[config.mk]
export PLATFORM = sky130hd
export DESIGN_NAME = inv_sbox_serial
export DESIGN_NICKNAME = d
export VERILOG_FILES = /design/src/rtl/inv_sbox_serial.sv
export SDC_FILE = /design/constraint.sdc
export NUM_CORES = 1
export LEC_CHECK = 0
export CELL_PAD_IN_SITES_DETAIL_PLACEMENT = 2
export CELL_PAD_IN_SITES_GLOBAL_PLACEMENT = 2
export CORE_MARGIN = 4
export CORE_UTILIZATION = 40
export DETAILED_ROUTE_END_ITERATION = 8
export DONT_BUFFER_PORTS = 1
export PLACE_DENSITY_LB_ADDON = 0.1
export SKIP_CTS_REPAIR_TIMING = 1
export SYNTH_ARGS = -nofsm -noshare
export SYNTH_HDL_FRONTEND = slang
export SYNTH_SLANG_ARGS = --single-unit
[constraint.sdc]
create_clock -name clk -period 3.5 [get_ports clk]
set_input_delay 0.7 -clock clk [delete_from_list [all_inputs] [get_ports clk]]
set_output_delay 0.7 -clock clk [all_outputs]
set_load 0.01 [all_outputs]
[src/rtl/inv_sbox_serial.sv]
// inv_sbox_serial
//   Serial AES inverse S-box over GF(2^8), reduction polynomial 0x11B.
//   The multiplicative inverse is formed as x^254 with one shared
//   combinational multiplier that performs one multiply per clock:
//   six square/multiply pairs build x^127, and a final square gives x^254.
//   A result appears 13 clock edges after the accepting edge and is held
//   until the consumer takes it.
//
// Ports
//   clk       rising-edge clock for all state
//   rst_n     synchronous active-low reset
//   fwd       (INV_SBOX_FWD_EN only) 1 = forward S-box for this operation,
//             sampled on the accepting edge
//   in_valid  in_data is valid this cycle
//   in_ready  block accepts input (high only in IDLE)
//   in_data   byte to substitute
//   out_valid out_data holds a finished result
//   out_ready consumer accepts out_data
//   out_data  substituted byte, registered
//   busy      high while computing or holding a result
//
// Configuration
//   INV_SBOX_FWD_EN  when defined, adds the fwd port and the forward S-box
//                    mode. Undefined: inverse S-box only, no fwd port.

module inv_sbox_serial (
  input  logic       clk,
  input  logic       rst_n,
`ifdef INV_SBOX_FWD_EN
  input  logic       fwd,
`endif
  input  logic       in_valid,
  output logic       in_ready,
  input  logic [7:0] in_data,
  output logic       out_valid,
  input  logic       out_ready,
  output logic [7:0] out_data,
  output logic       busy
);

  typedef enum logic [1:0] {
    IDLE = 2'd0,
    SQR  = 2'd1,
    MUL  = 2'd2,
    DONE = 2'd3
  } state_t;

  // Number of square/multiply pairs before the closing square.
  localparam logic [2:0] LAST_K = 3'd6;

  state_t     state;
  state_t     state_next;

  logic [7:0] x;       // affine-corrected operand, constant during an operation
  logic [7:0] r;       // running power of x
  logic [2:0] k;       // completed square/multiply pairs
  logic [7:0] mul_b;
  logic [7:0] prod;
  logic [7:0] load_val;
  logic [7:0] result;
  logic       accept;
  logic       finish;

`ifdef INV_SBOX_FWD_EN
  logic       fwd_q;
`endif

  // GF(2^8) multiply, shift-and-add with reduction by 0x11B.
  function automatic logic [7:0] gf_mul(input logic [7:0] a, input logic [7:0] b);
    logic [7:0] acc;
    logic [7:0] sh;
    acc = '0;
    sh  = a;
    for (int unsigned i = 0; i < 8; i++) begin
      if (b[i]) acc = acc ^ sh;
      sh = {sh[6:0], 1'b0} ^ (sh[7] ? 8'h1B : 8'h00);
    end
    return acc;
  endfunction

  // Inverse AES affine: b[i] = a[i+2] ^ a[i+5] ^ a[i+7] ^ c[i], c = 0x05.
  function automatic logic [7:0] inv_affine(input logic [7:0] a);
    logic [7:0] b;
    logic [7:0] c;
    c = 8'h05;
    b = '0;
    for (int unsigned i = 0; i < 8; i++) begin
      b[i] = a[(i + 2) % 8] ^ a[(i + 5) % 8] ^ a[(i + 7) % 8] ^ c[i];
    end
    return b;
  endfunction

`ifdef INV_SBOX_FWD_EN
  // Forward AES affine: b[i] = a[i] ^ a[i+4] ^ a[i+5] ^ a[i+6] ^ a[i+7] ^ c[i], c = 0x63.
  function automatic logic [7:0] fwd_affine(input logic [7:0] a);
    logic [7:0] b;
    logic [7:0] c;
    c = 8'h63;
    b = '0;
    for (int unsigned i = 0; i < 8; i++) begin
      b[i] = a[i] ^ a[(i + 4) % 8] ^ a[(i + 5) % 8] ^ a[(i + 6) % 8]
           ^ a[(i + 7) % 8] ^ c[i];
    end
    return b;
  endfunction
`endif

  // Shared multiplier: squares r in SQR, multiplies r by x in MUL.
  always_comb begin
    mul_b = (state == MUL) ? x : r;
    prod  = gf_mul(r, mul_b);
  end

  // Load value and registered result, with optional forward mode.
  always_comb begin
`ifdef INV_SBOX_FWD_EN
    load_val = fwd ? in_data : inv_affine(in_data);
    result   = fwd_q ? fwd_affine(prod) : prod;
`else
    load_val = inv_affine(in_data);
    result   = prod;
`endif
  end

  // State register.
  always_ff @(posedge clk) begin
    if (!rst_n) begin
      state <= IDLE;
    end else begin
      state <= state_next;
    end
  end

  // Next-state logic and handshake outputs.
  always_comb begin
    state_next = state;
    in_ready   = 1'b0;
    out_valid  = 1'b0;
    busy       = 1'b1;
    accept     = 1'b0;
    finish     = 1'b0;
    unique case (state)
      IDLE: begin
        in_ready = 1'b1;
        busy     = 1'b0;
        if (in_valid) begin
          accept     = 1'b1;
          state_next = SQR;
        end
      end
      SQR: begin
        if (k == LAST_K) begin
          finish     = 1'b1;
          state_next = DONE;
        end else begin
          state_next = MUL;
        end
      end
      MUL: begin
        state_next = SQR;
      end
      DONE: begin
        out_valid = 1'b1;
        if (out_ready) state_next = IDLE;
      end
      default: begin
        state_next = IDLE;
      end
    endcase
  end

  // Datapath registers. out_data is written only on the edge entering DONE,
  // so it stays stable while a result is held and between operations.
  always_ff @(posedge clk) begin
    if (!rst_n) begin
      x        <= '0;
      r        <= '0;
      k        <= '0;
      out_data <= '0;
`ifdef INV_SBOX_FWD_EN
      fwd_q    <= 1'b0;
`endif
    end else begin
      if (accept) begin
        x <= load_val;
        r <= load_val;
        k <= '0;
`ifdef INV_SBOX_FWD_EN
        fwd_q <= fwd;
`endif
      end else if (state == SQR) begin
        r <= prod;
        if (finish) out_data <= result;
      end else if (state == MUL) begin
        r <= prod;
        k <= k + 3'd1;
      end
    end
  end

endmodule

Yosys cells after proc, flatten, opt, wreduce, memory -nomap -nowiden:

Index checks and enable logic that the tools add are counted.

* bitwise operators: 35
* multiplexer cells: 30
* equality and inequality tests: 6
* add/sub/neg operators: 1
* reductions and logical operators: 6

Operators with widths (count)
* 2-to-1 mux 8 bit: 12
* XOR 8 x 5 -> 8 bit: 7
* XOR 8 bit: 7
* 2-to-1 mux 5 bit: 7
* XOR 1 bit: 16
* 2-to-1 mux 1 bit: 8
* case mux 2 bit (4 select lines): 1
* inverter 1 bit: 5
* equality test 2 bit, second input constant: 2
* 2-to-1 mux 2 bit: 2
* inequality test 2 bit, second input constant: 2
* AND reduction 2 bit: 2
* adder 3 x 1 -> 3 bit, second input constant: 1
* equality test 3 bit, second input constant: 1
* AND reduction 3 bit: 1
* nonzero test 3 bit: 1
* equality test 2 x 1 -> 1 bit, second input constant: 1
* logical NOT 2 bit: 1
* OR reduction 2 bit: 1

* output and inout bits: 11
* register bits: 29
* input bits: 12
* logic and storage cells: 83

Depth between registers and ports, before layout:

* word-level depth: 20
* mapped depth: 9
* depth with buffers taken out: 7

Worst setup path after synthesis:

OpenSTA, ideal clock, no wires.

* kind: flip-flop to flip-flop
* from: reg state[1]
* to: reg r[6]
* slack: 1.405 ns
* library setup time: 0.095 ns
* stages on the path, launching flop included: 9
* data required time: 3.405 ns
* arrival time: 2.000 ns
* clock period less this slack: 2.095 ns
* path buffers: 1
* cells stage by stage: dfxtp_1 > nor2b_2 > buf_6 > mux2_2 > nand2_1 > xor2_1 > xnor3_1 > xnor2_1 > a221oi_1

* cells in the longest elaborated chain, start to end: 20
* elaborated cells between the ends (all ways): 24
* those cells by class: eq/ne (2); mux (13); bitwise (7); reduce/logical (2)

RTL lines
* start: declaration: line 51 `state_t state;`
* start signal: assignment: line 130 `state <= state_next;`
* equality test 2 bit: line 110, 194
* 2-to-1 mux 8 bit: line 110 `mul_b = (state == MUL) ? x : r;`
* 2-to-1 mux 8 bit: line 75 `if (b[i]) acc = acc ^ sh;`
* XOR 8 bit: line 75
* 2-to-1 mux 8 bit: line 75
* XOR 8 bit: line 75
* 2-to-1 mux 8 bit: line 75
* XOR 8 bit: line 75
* (+4 left out)
* 2-to-1 mux 8 bit: line 75
* XOR 8 bit: line 75
* 2-to-1 mux 8 bit: line 75
* XOR 8 bit: line 75
* 2-to-1 mux 8 bit: line 75
* 2-to-1 mux 8 bit: line 194 `end else if (state == MUL) begin`
* 2-to-1 mux 8 bit: line 191 `end else if (state == SQR) begin`
* 2-to-1 mux 8 bit: line 184 `if (accept) begin`
* end signal: assignment: line 186 `r <= load_val;`
* end signal: assignment: line 192 `r <= prod;`
* end signal: assignment: line 195 `r <= prod;`
* end: declaration: line 55 `logic [7:0] r;`

Parallel ways exist; a longest one is shown, timed or not. The select of a mux whose other input is x is not followed.
A chain may end at the register's enable or synchronous reset.

Worst setup path after layout:

* from: reg state[0]
* to: reg r[2]

Same word-level chain as after synthesis.

==> reports/qor.yml <==
hold_class: "primary input to flip-flop"
cpMaxStageDelayCell: "nor2b_2"
synth_seq_cells: 29
antenna_left: 0
fin_tns_setup_ps: 0
rsz0062_at_grt: "no"
synth.avg_cell_area_um2: 7.98
slew_headroom_pct: 40.9
synth_top_area_share_pct: 20.5
grt_max_degree: 20
grt_pass1_wl_mm: 15.8
path_clk_slew_ps: 60
whs_path_depth: 1
numCtsBuffers: 5
globalRouteOverflowTotal: 0
die_x_um: 92.2
grt_util_met2_pct: 40.6
fin_nets: 361
synthesis.nets: 369
dp_hpwl_mm: 7.56
post-route-period-util_pct: 89.9
min_from: "out_ready"
fmax_ghz: 0.318
period_needed_ps: 3150
syn_area_um2: 2830
die_area_um2: 8490
cpPeakStageDelay_ps: 710
async_reset_ff_share_pct: 0
hold_viol_final: 0
numClockSinks: 29
syn_inst: 355
rr_endpoint: "r[2]$_SDFFE_PN0P_"
ys_warn_count: 0
busiest_layer: "met2"
clockBufferDepth: 2
via_per_inst: 5.94
start_kind: "flip-flop"
drt-initial-drc-count: 95
synth_area_leaders: "dfxtp_1, xnor2_1, xnor3_1"
path_class: "flip-flop to flip-flop"
dr.pass1.iters: 4
ys.flop_type: "dfxtp_1"
core_um2: 6830
use_met1_pct: 30.8
crit_path_end_kind: "flip-flop"
diodes: 0
synth_edf_count: 0
setup_viol: 0
wl_mm: 9.95
setup_ws_ps: 352
clk_latency_ps: 280
drive_above_1_share_pct: 8.05
crit_path_frequent_cell: "xnor2_1"
cts_tree: "done"
power_density_nw_per_um2: 933
status: "complete, no violations"
synth_top_area_cell: "dfxtp_1"
hold_end: "state[1]$_SDFFE_PN0P_"
cts_root_buffer: "clkbuf_8"
grt_pass1_vias: 2911
fill_cells: 789
io_pins: 23
worst_pin_slew_ps: 886
vias: 2637
track_usage_pct: 24.0
detail_route.wl_per_cell_um: 22.4
io_buffers: 0
yosysSeqAreaShare_pct: 20.5
reg2reg_depth: 8
num_rows: 30
worstPathMaxFanout: 15
pre_cts_ws_ps: 407
slew_viol_final: 0
synth.distinct_cells: 51
finClkSkew_ps: 4.28
rr_startpoint: "state[0]$_SDFFE_PN0P_"
antenna_found_initial: 0
grt_use_met3_pct: 3.36
start_util_pct: 41.5
cp_data_arrival_time_ps: 3300
reg2reg_slack_ps: 350
area_growth_pct: 5.43
vdd_ir_drop_max_v: 0.000390
path_cells: "nor2b_2 > buf_4 > mux2i_1 > nor2_1 > xnor2_1 > xnor3_1 > xnor2_1 > o22ai_1"
maxCapViolations: 0
drc: 0
p_total_mw: 2.79
leakagePower_nw: 1.13
ctsHtreeMaxLevel: 2
die_y_um: 92.2
required_ps: 3650
place.gp.congestion: 0.870
[routing by layer]
metal / share of wire [%] / vias up
li1: - / 1230
met5: 0 / -
met2: 47 / 88
met1: 44 / 1302
met3: 6.1 / 17
met4: 2.8 / 0
[kinds of logic after synthesis]
kind of cell / count (synthesis) / synth area share, %
AND/OR/NAND/NOR: 104 / 16.6
multiplexers: 19 / 7.24
XOR/XNOR: 72 / 27.4
AO/OA/AOI/OAI: 98 / 21.8
flip-flops: 29 / 20.5
adder cells (fa/ha/maj): 2 / 0.883
buffers and inverters: 31 / 5.56
[cell type report]
class / count / area [µm²] / area share [%]
clock buffer: 7 / 96.3 / 3.23
clock inverter: 1 / 5.00 / 0.168
inverter: 8 / 30.0 / 1.01
multi-input combinational: 295 / 2090 / 70.1
sequential: 29 / 581 / 19.4
tap: 96 / 120 / 4.02
timing repair buffer: 8 / 60.1 / 2.01
[synth_stat cells, types with 3 or more instances]
master    instances
mux2_2            6
a22oi_1           3
nand2b_1          3
nand3_1           6
dfxtp_1          29
o22ai_1          11
o21ai_0          22
a211o_1           4
o211a_1           3
buf_4             3
xnor2_1          43
a21oi_1          27
nor2_1           42
a211oi_1          9
xnor3_1           9
a31oi_1           3
clkbuf_1          6
xor2_1           18
o211ai_1          6
a221oi_1          3
nand2_1          32
buf_2            11
inv_1             7
nor3_1            6
mux2i_1          11
[flip-flops by register name, indices dropped and copies added (netlist names)]
register and cells:
out_data 8, k 3, r 8, state 2
x 8
[worst max path at each step]
stage	cells after the start	start	slack, ps	end
2_1_floorplan	8	state[1]$_SDFFE_PN0P_	1400	r[6]$_SDFFE_PN0P_
3_3_place_gp	8	state[0]$_SDFFE_PN0P_	520	r[2]$_SDFFE_PN0P_
3_5_place_dp	8	state[0]$_SDFFE_PN0P_	410	out_data[2]$_SDFFE_PN0P_
4_1_cts	8	state[0]$_SDFFE_PN0P_	380	r[2]$_SDFFE_PN0P_
5_1_grt	8	state[0]$_SDFFE_PN0P_	200	r[3]$_SDFFE_PN0P_
6_report	8	state[0]$_SDFFE_PN0P_	350	r[2]$_SDFFE_PN0P_
[placed cells by master, fill, tap and decap left out, drive strengths merged, types with 2 or more instances in the layout]
cell type	count
a211o	4
a211oi	9
a21oi	27
a221oi	3
a22oi	3
a31oi	3
and2	2
and3	2
buf	8
clkbuf	7
clkinv	2
dfxtp	29
ha	2
inv	7
mux2	6
mux2i	13
nand2	32
nand2b	3
nand3	6
nor2	42
nor2b	2
nor3	6
o211a	3
o211ai	6
o21ai	23
o22ai	11
or2	2
or3	2
xnor2	44
xnor3	9
xor2	18
[power by group]
group	internal (mW)	switching, mW
Combinational	0.867	1.07
Clock	0.177	0.126
Sequential	0.376	0.172
[metrics by stage]
stage          instances  utilization, %  hold WS (ps)  area, µm²
4_1_cts              444            43.7           506       2990
5_1_grt              444            43.7           507       2990
3_5_place_dp         436            42.2           525       2890
2_1_floorplan        355               -           473       2830
6_report             444            43.7           515       2990
3_3_place_gp         436            42.2           502       2890
[critical path: cells and delay by family, from the launching register on]
family | cells | cell delay [ps]
compound gates | 1 | 130
xor+xnor | 3 | 930
buf+inv | 1 | 260
flops | 1 | 430
mux | 1 | 440
simple gates | 2 | 830
(Power assumes the default switching activity.)
